[src/rtl/conv_pe_array.sv]
// Parallel convolution PE array: NUM_PE filters MAC each streamed pixel.
// One packed result word per KSIZE-tap window, optional ReLU.
module conv_pe_array #(
  parameter int DATA_W = 8,
  parameter int KSIZE  = 16,
  parameter int NUM_PE = 4,
  parameter int ACC_W  = 2*DATA_W+1+$clog2(KSIZE),
  parameter int CNT_W  = 8,
  localparam int PE_W  = (NUM_PE > 1) ? $clog2(NUM_PE) : 1,
  localparam int IDX_W = $clog2(KSIZE)
) (
  input  logic                    clk,
  input  logic                    rst,
  input  logic                    flt_we,
  input  logic [PE_W-1:0]         flt_pe,
  input  logic [IDX_W-1:0]        flt_idx,
  input  logic [DATA_W-1:0]       flt_data,
  input  logic                    start,
  input  logic [CNT_W-1:0]        win_count,
  input  logic                    relu_en,
  input  logic                    pix_valid,
  output logic                    pix_ready,
  input  logic [DATA_W-1:0]       pix_data,
  output logic                    out_valid,
  input  logic                    out_ready,
  output logic [NUM_PE*ACC_W-1:0] out_data,
  output logic                    busy,
  output logic                    done
);

  typedef enum logic [1:0] {
    IDLE,
    RUN,
    OUT,
    DONE
  } state_t;

  state_t state, state_nx;

  logic signed [DATA_W-1:0] flt [NUM_PE][KSIZE];
  logic signed [ACC_W-1:0]  acc [NUM_PE];
  logic signed [ACC_W-1:0]  acc_nx [NUM_PE];
  logic signed [2*DATA_W:0] prod;
  logic [NUM_PE*ACC_W-1:0]  res_nx;
  logic [IDX_W-1:0]         tap;
  logic [CNT_W-1:0]         win_left;
  logic                     relu_q;
  logic                     pix_hs;
  logic                     out_hs;
  logic                     last_pix;
  logic                     flt_ok;
  logic                     go;

  assign pix_ready = (state == RUN);
  assign out_valid = (state == OUT);
  assign busy      = (state != IDLE);
  assign done      = (state == DONE);

  assign pix_hs   = pix_valid & pix_ready;
  assign out_hs   = out_valid & out_ready;
  assign last_pix = pix_hs && (tap == IDX_W'(KSIZE-1));
  assign go       = (state == IDLE) && start;
  assign flt_ok   = flt_we && (state == IDLE) &&
                    (int'(flt_pe) < NUM_PE) &&
                    (int'(flt_idx) < KSIZE);

  // State register
  always_ff @(posedge clk) begin
    if (rst) state <= IDLE;
    else     state <= state_nx;
  end

  // Next-state logic
  always_comb begin
    state_nx = state;
    unique case (state)
      IDLE: if (start) state_nx = RUN;
      RUN:  if (last_pix) state_nx = OUT;
      OUT:  if (out_hs)
              state_nx = (win_left <= CNT_W'(1)) ? DONE : RUN;
      DONE: state_nx = IDLE;
      default: state_nx = IDLE;
    endcase
  end

  // Per-PE MAC of the current pixel and ReLU-shaped result word
  always_comb begin
    prod   = '0;
    res_nx = '0;
    for (int p = 0; p < NUM_PE; p++) begin
      prod = $signed({1'b0, pix_data}) * flt[p][tap];
      acc_nx[p] = acc[p] +
        {{(ACC_W-2*DATA_W-1){prod[2*DATA_W]}}, prod};
      res_nx[p*ACC_W +: ACC_W] =
        (relu_q && acc_nx[p][ACC_W-1]) ? '0 : acc_nx[p];
    end
  end

  // Filter register file, writable only while idle
  always_ff @(posedge clk) begin
    if (rst) begin
      for (int p = 0; p < NUM_PE; p++)
        for (int k = 0; k < KSIZE; k++)
          flt[p][k] <= '0;
    end else if (flt_ok) begin
      flt[flt_pe][flt_idx] <= flt_data;
    end
  end

  // Accumulators, tap/window counters and registered result
  always_ff @(posedge clk) begin
    if (rst) begin
      for (int p = 0; p < NUM_PE; p++) acc[p] <= '0;
      tap      <= '0;
      win_left <= '0;
      relu_q   <= 1'b0;
      out_data <= '0;
    end else if (go) begin
      for (int p = 0; p < NUM_PE; p++) acc[p] <= '0;
      tap      <= '0;
      win_left <= (win_count == '0) ? CNT_W'(1) : win_count;
      relu_q   <= relu_en;
    end else if (pix_hs) begin
      for (int p = 0; p < NUM_PE; p++) acc[p] <= acc_nx[p];
      tap <= last_pix ? '0 : tap + IDX_W'(1);
      if (last_pix) out_data <= res_nx;
    end else if (out_hs) begin
      for (int p = 0; p < NUM_PE; p++) acc[p] <= '0;
      tap      <= '0;
      win_left <= win_left - CNT_W'(1);
    end
  end

endmodule

[config.mk]
export PLATFORM = sky130hd
export DESIGN_NAME = conv_pe_array
export DESIGN_NICKNAME = d
export VERILOG_FILES = /design/src/rtl/conv_pe_array.sv
export SDC_FILE = /design/constraint.sdc
export NUM_CORES = 2
export LEC_CHECK = 0
export CAP_MARGIN = 0
export CORE_UTILIZATION = 45
export DETAILED_ROUTE_END_ITERATION = 12
export HOLD_SLACK_MARGIN = 0.02
export MAX_ROUTING_LAYER = met4
export PLACE_DENSITY = 0.73
export SYNTH_ARGS = -nofsm -noshare
export SYNTH_HDL_FRONTEND = slang
export SYNTH_SLANG_ARGS = --single-unit
[constraint.sdc]
create_clock -name clk -period 12.3 [get_ports clk]
set_input_delay 1.23 -clock clk [delete_from_list [all_inputs] [get_ports clk]]
set_output_delay 1.23 -clock clk [all_outputs]
set_load 0.02 [all_outputs]
==> metrics.txt <==
switch share=31.7%; Ys Warns=0; Power Dens Cells=147 nW/um^2; drt first pass iters=5; share of cells above drive strength 1=11.3%; Clk network pwr share=33.2%; RSZ-0062 raised after global routing=no; cts repair resizes=0; Total GRT Usage=21.8%; number of remaining DRC errors=0; setup TNS=0 ns; FFs w/ async S/R, synth=0%; Worst EP required=12.84 ns; Die Footprint=94,600 sq um; CTS tree=built; Final min period=9.35 ns; Lkg Pwr=18.9 nW; CTS buffer count=77; setup bufs post-CTS=0; Clock Skew=0.0426 ns; Chip Width=308 microns; DRT iter0 DRCs=2,210; vias per std cell=5.48; port buffer count=124; Synth top cells by count=706 x and2_1, 533 x edfxtp_1, 286 x inv_1; Setup crit start kind=flop; hold_ws=0.448 ns; CP Capture Type=flop; global placement routability congestion=0.858; worst skew pair latency=0.64 ns; synthesized net count=4,010; fmax=107 MHz; Syn Inst Count=3,566; max incr delay on CP=0.90 ns; EDFF count, synth=533; sequential share of power=38.5%; Starting Density=45.6%; hold crit path type=flop to flop; Critical Path AT=9.89 ns; # setup viols final=0; die height=308 microns; GRT Residual Overflow=0; fill count=7,880; status=completed; register area share after synthesis=45.8%; via count=27,000; clock-pin transition on the worst setup and hold timing paths=0.06 ns; Critical Path Fanout Max=54; hpwl dp=67,900 microns; cell internal pwr=4.72 mW; CTS Hold Bufs=0; top cell type by total area after synthesis=edfxtp_1; Synth Register Bits=695; WL final=98,800 microns; combinational power share=28.3%; Clock Tree Root=clkbuf_16; Area contributors post-synth=edfxtp_1 38%, and2_1 11%, mux4_2 8.4%, dfxtp_1 7.7%, ha_1 7.6%; fin util=51.0%; top-area cell type share of the netlist area=38.1%; Final nets=4,076; Mapped Avg Cell Area=11.8 sq um; mapped cell area=42,000 sq um; top-count cell post-synth=and2_1; post-synth cell types=78; critical path class=flop to flop; Worst Max-Slew Pin Slew=1.16 ns; final worst path period share=76.0%; final count of hold timing violations=0; final count of pins violating max slew=0; first-pass GRT wire length=156,000 microns; antenna viol nets, final=0; vias in the first global route=27,200; CTS Sinks=695; Max VDD drop=0.0000992 V; Synth Flop Type=edfxtp_1; initial antenna violation count=3; H-tree depth=3; row count=111; Sw Pwr=2.19 mW; Top-Level Pins=125; Clock Tree Buf Depth=3; Rel. slew slack=22.7%; Worst path slowest cell=dfxtp_4; routed len/inst=20.0 microns; P&R area growth vs syn=11.7%; # Max-Cap Violations=0; core area=92,100 sq um; largest net degree at the start of global routing=81
[power by group through the flow]
| stage | combinational (mW) | sequential [mW] | clock [mW] |
|---|---|---|---|
| 6_report | 1.96 | 2.66 | 2.29 |
| 5_1_grt | 2.21 | 2.67 | 2.41 |
| 4_1_cts | 1.96 | 2.66 | 2.33 |
| 3_3_place_gp | 1.91 | 2.70 | 0 |
| 3_5_place_dp | 1.95 | 2.70 | 0 |
| 2_1_floorplan | 1.51 | 2.69 | 0 |
[critical path, delay by kind of cell (launching register included)]
kind | cells | cell delay [ns]
AOI/OAI and AO/OA | 7 | 1.96
adders and majority gates | 6 | 2.69
muxes | 2 | 1.20
DFF | 1 | 0.90
buffers and inverters | 5 | 0.63
and+or+nand+nor | 6 | 1.10
xor gates and xnor gates | 2 | 0.63
[metal layers]
layer,GRT usage (%),wire length [microns]
met2,34.8,47200
met4,4.77,1640
met5,-,0
met1,29.8,43500
met3,2.99,6470
[final timing paths]
| kind | from | to | slack (ns) | depth (start not counted) |
|---|---|---|---|---|
| max | tap[0]$_SDFFE_PP0P_ | out_data[74]$_SDFFE_PP0P_ | 2.95 | 28 |
| max reg2reg | tap[0]$_SDFFE_PP0P_ | out_data[74]$_SDFFE_PP0P_ | 2.95 | 28 |
| min | out_data[71]$_SDFFE_PP0P_ | out_data[71]$_SDFFE_PP0P_ | 0.45 | 2 |
| min reg2reg | out_data[71]$_SDFFE_PP0P_ | out_data[71]$_SDFFE_PP0P_ | 0.45 | 2 |
[through the flow]
stage	setup slack, ns	std cells	area [sq um]	total power, mW
4_1_cts	2.86	4937	46900	6.95
6_report	2.95	4938	46900	6.91
3_3_place_gp	3.03	4796	44400	4.61
2_1_floorplan	4.12	3566	42000	4.20
3_5_place_dp	2.94	4796	44400	4.65
5_1_grt	2.18	4938	46900	7.28
[sequential cells by signal, summed over array words and instances, names as in the netlist]
name      count
flt         512
acc          84
out_data     84
win_left      8
tap           4
state         2
relu_q        1
[cells by family after synthesis]
kind of cell	share of synthesized area [%]
xor gates and xnor gates	2.59
AOI/OAI and AO/OA	7.62
muxes	8.36
buffers and inverters	4.13
adders and majority gates	14.8
and+or+nand+nor	16.6
DFF	45.8
[layout by cell type, fill, tap and decap left out, types with 82 or more instances in the layout]
master           instances
and2_1                 706
edfxtp_1               533
inv_1                  285
ha_1                   255
nor2_1                 185
nand2_1                182
dfxtp_1                159
mux4_2                 156
fa_1                   152
clkdlybuf4s50_1        115
a21oi_1                107
a22o_1                 102
xnor2_1                 82
[cell type report]
cell class	instances	area (sq um)	share of cell area [%]
timing repair buffer	159	1490	3.17
sequential	695	19300	41.0
clock inverter	36	410	0.875
multi-input combinational	2413	21100	44.9
antenna	1	2.50	0.00533
clock buffer	105	2080	4.44
inverter	286	1070	2.29
tap	1243	1560	3.31
Power figures use the tool's default switching activity.
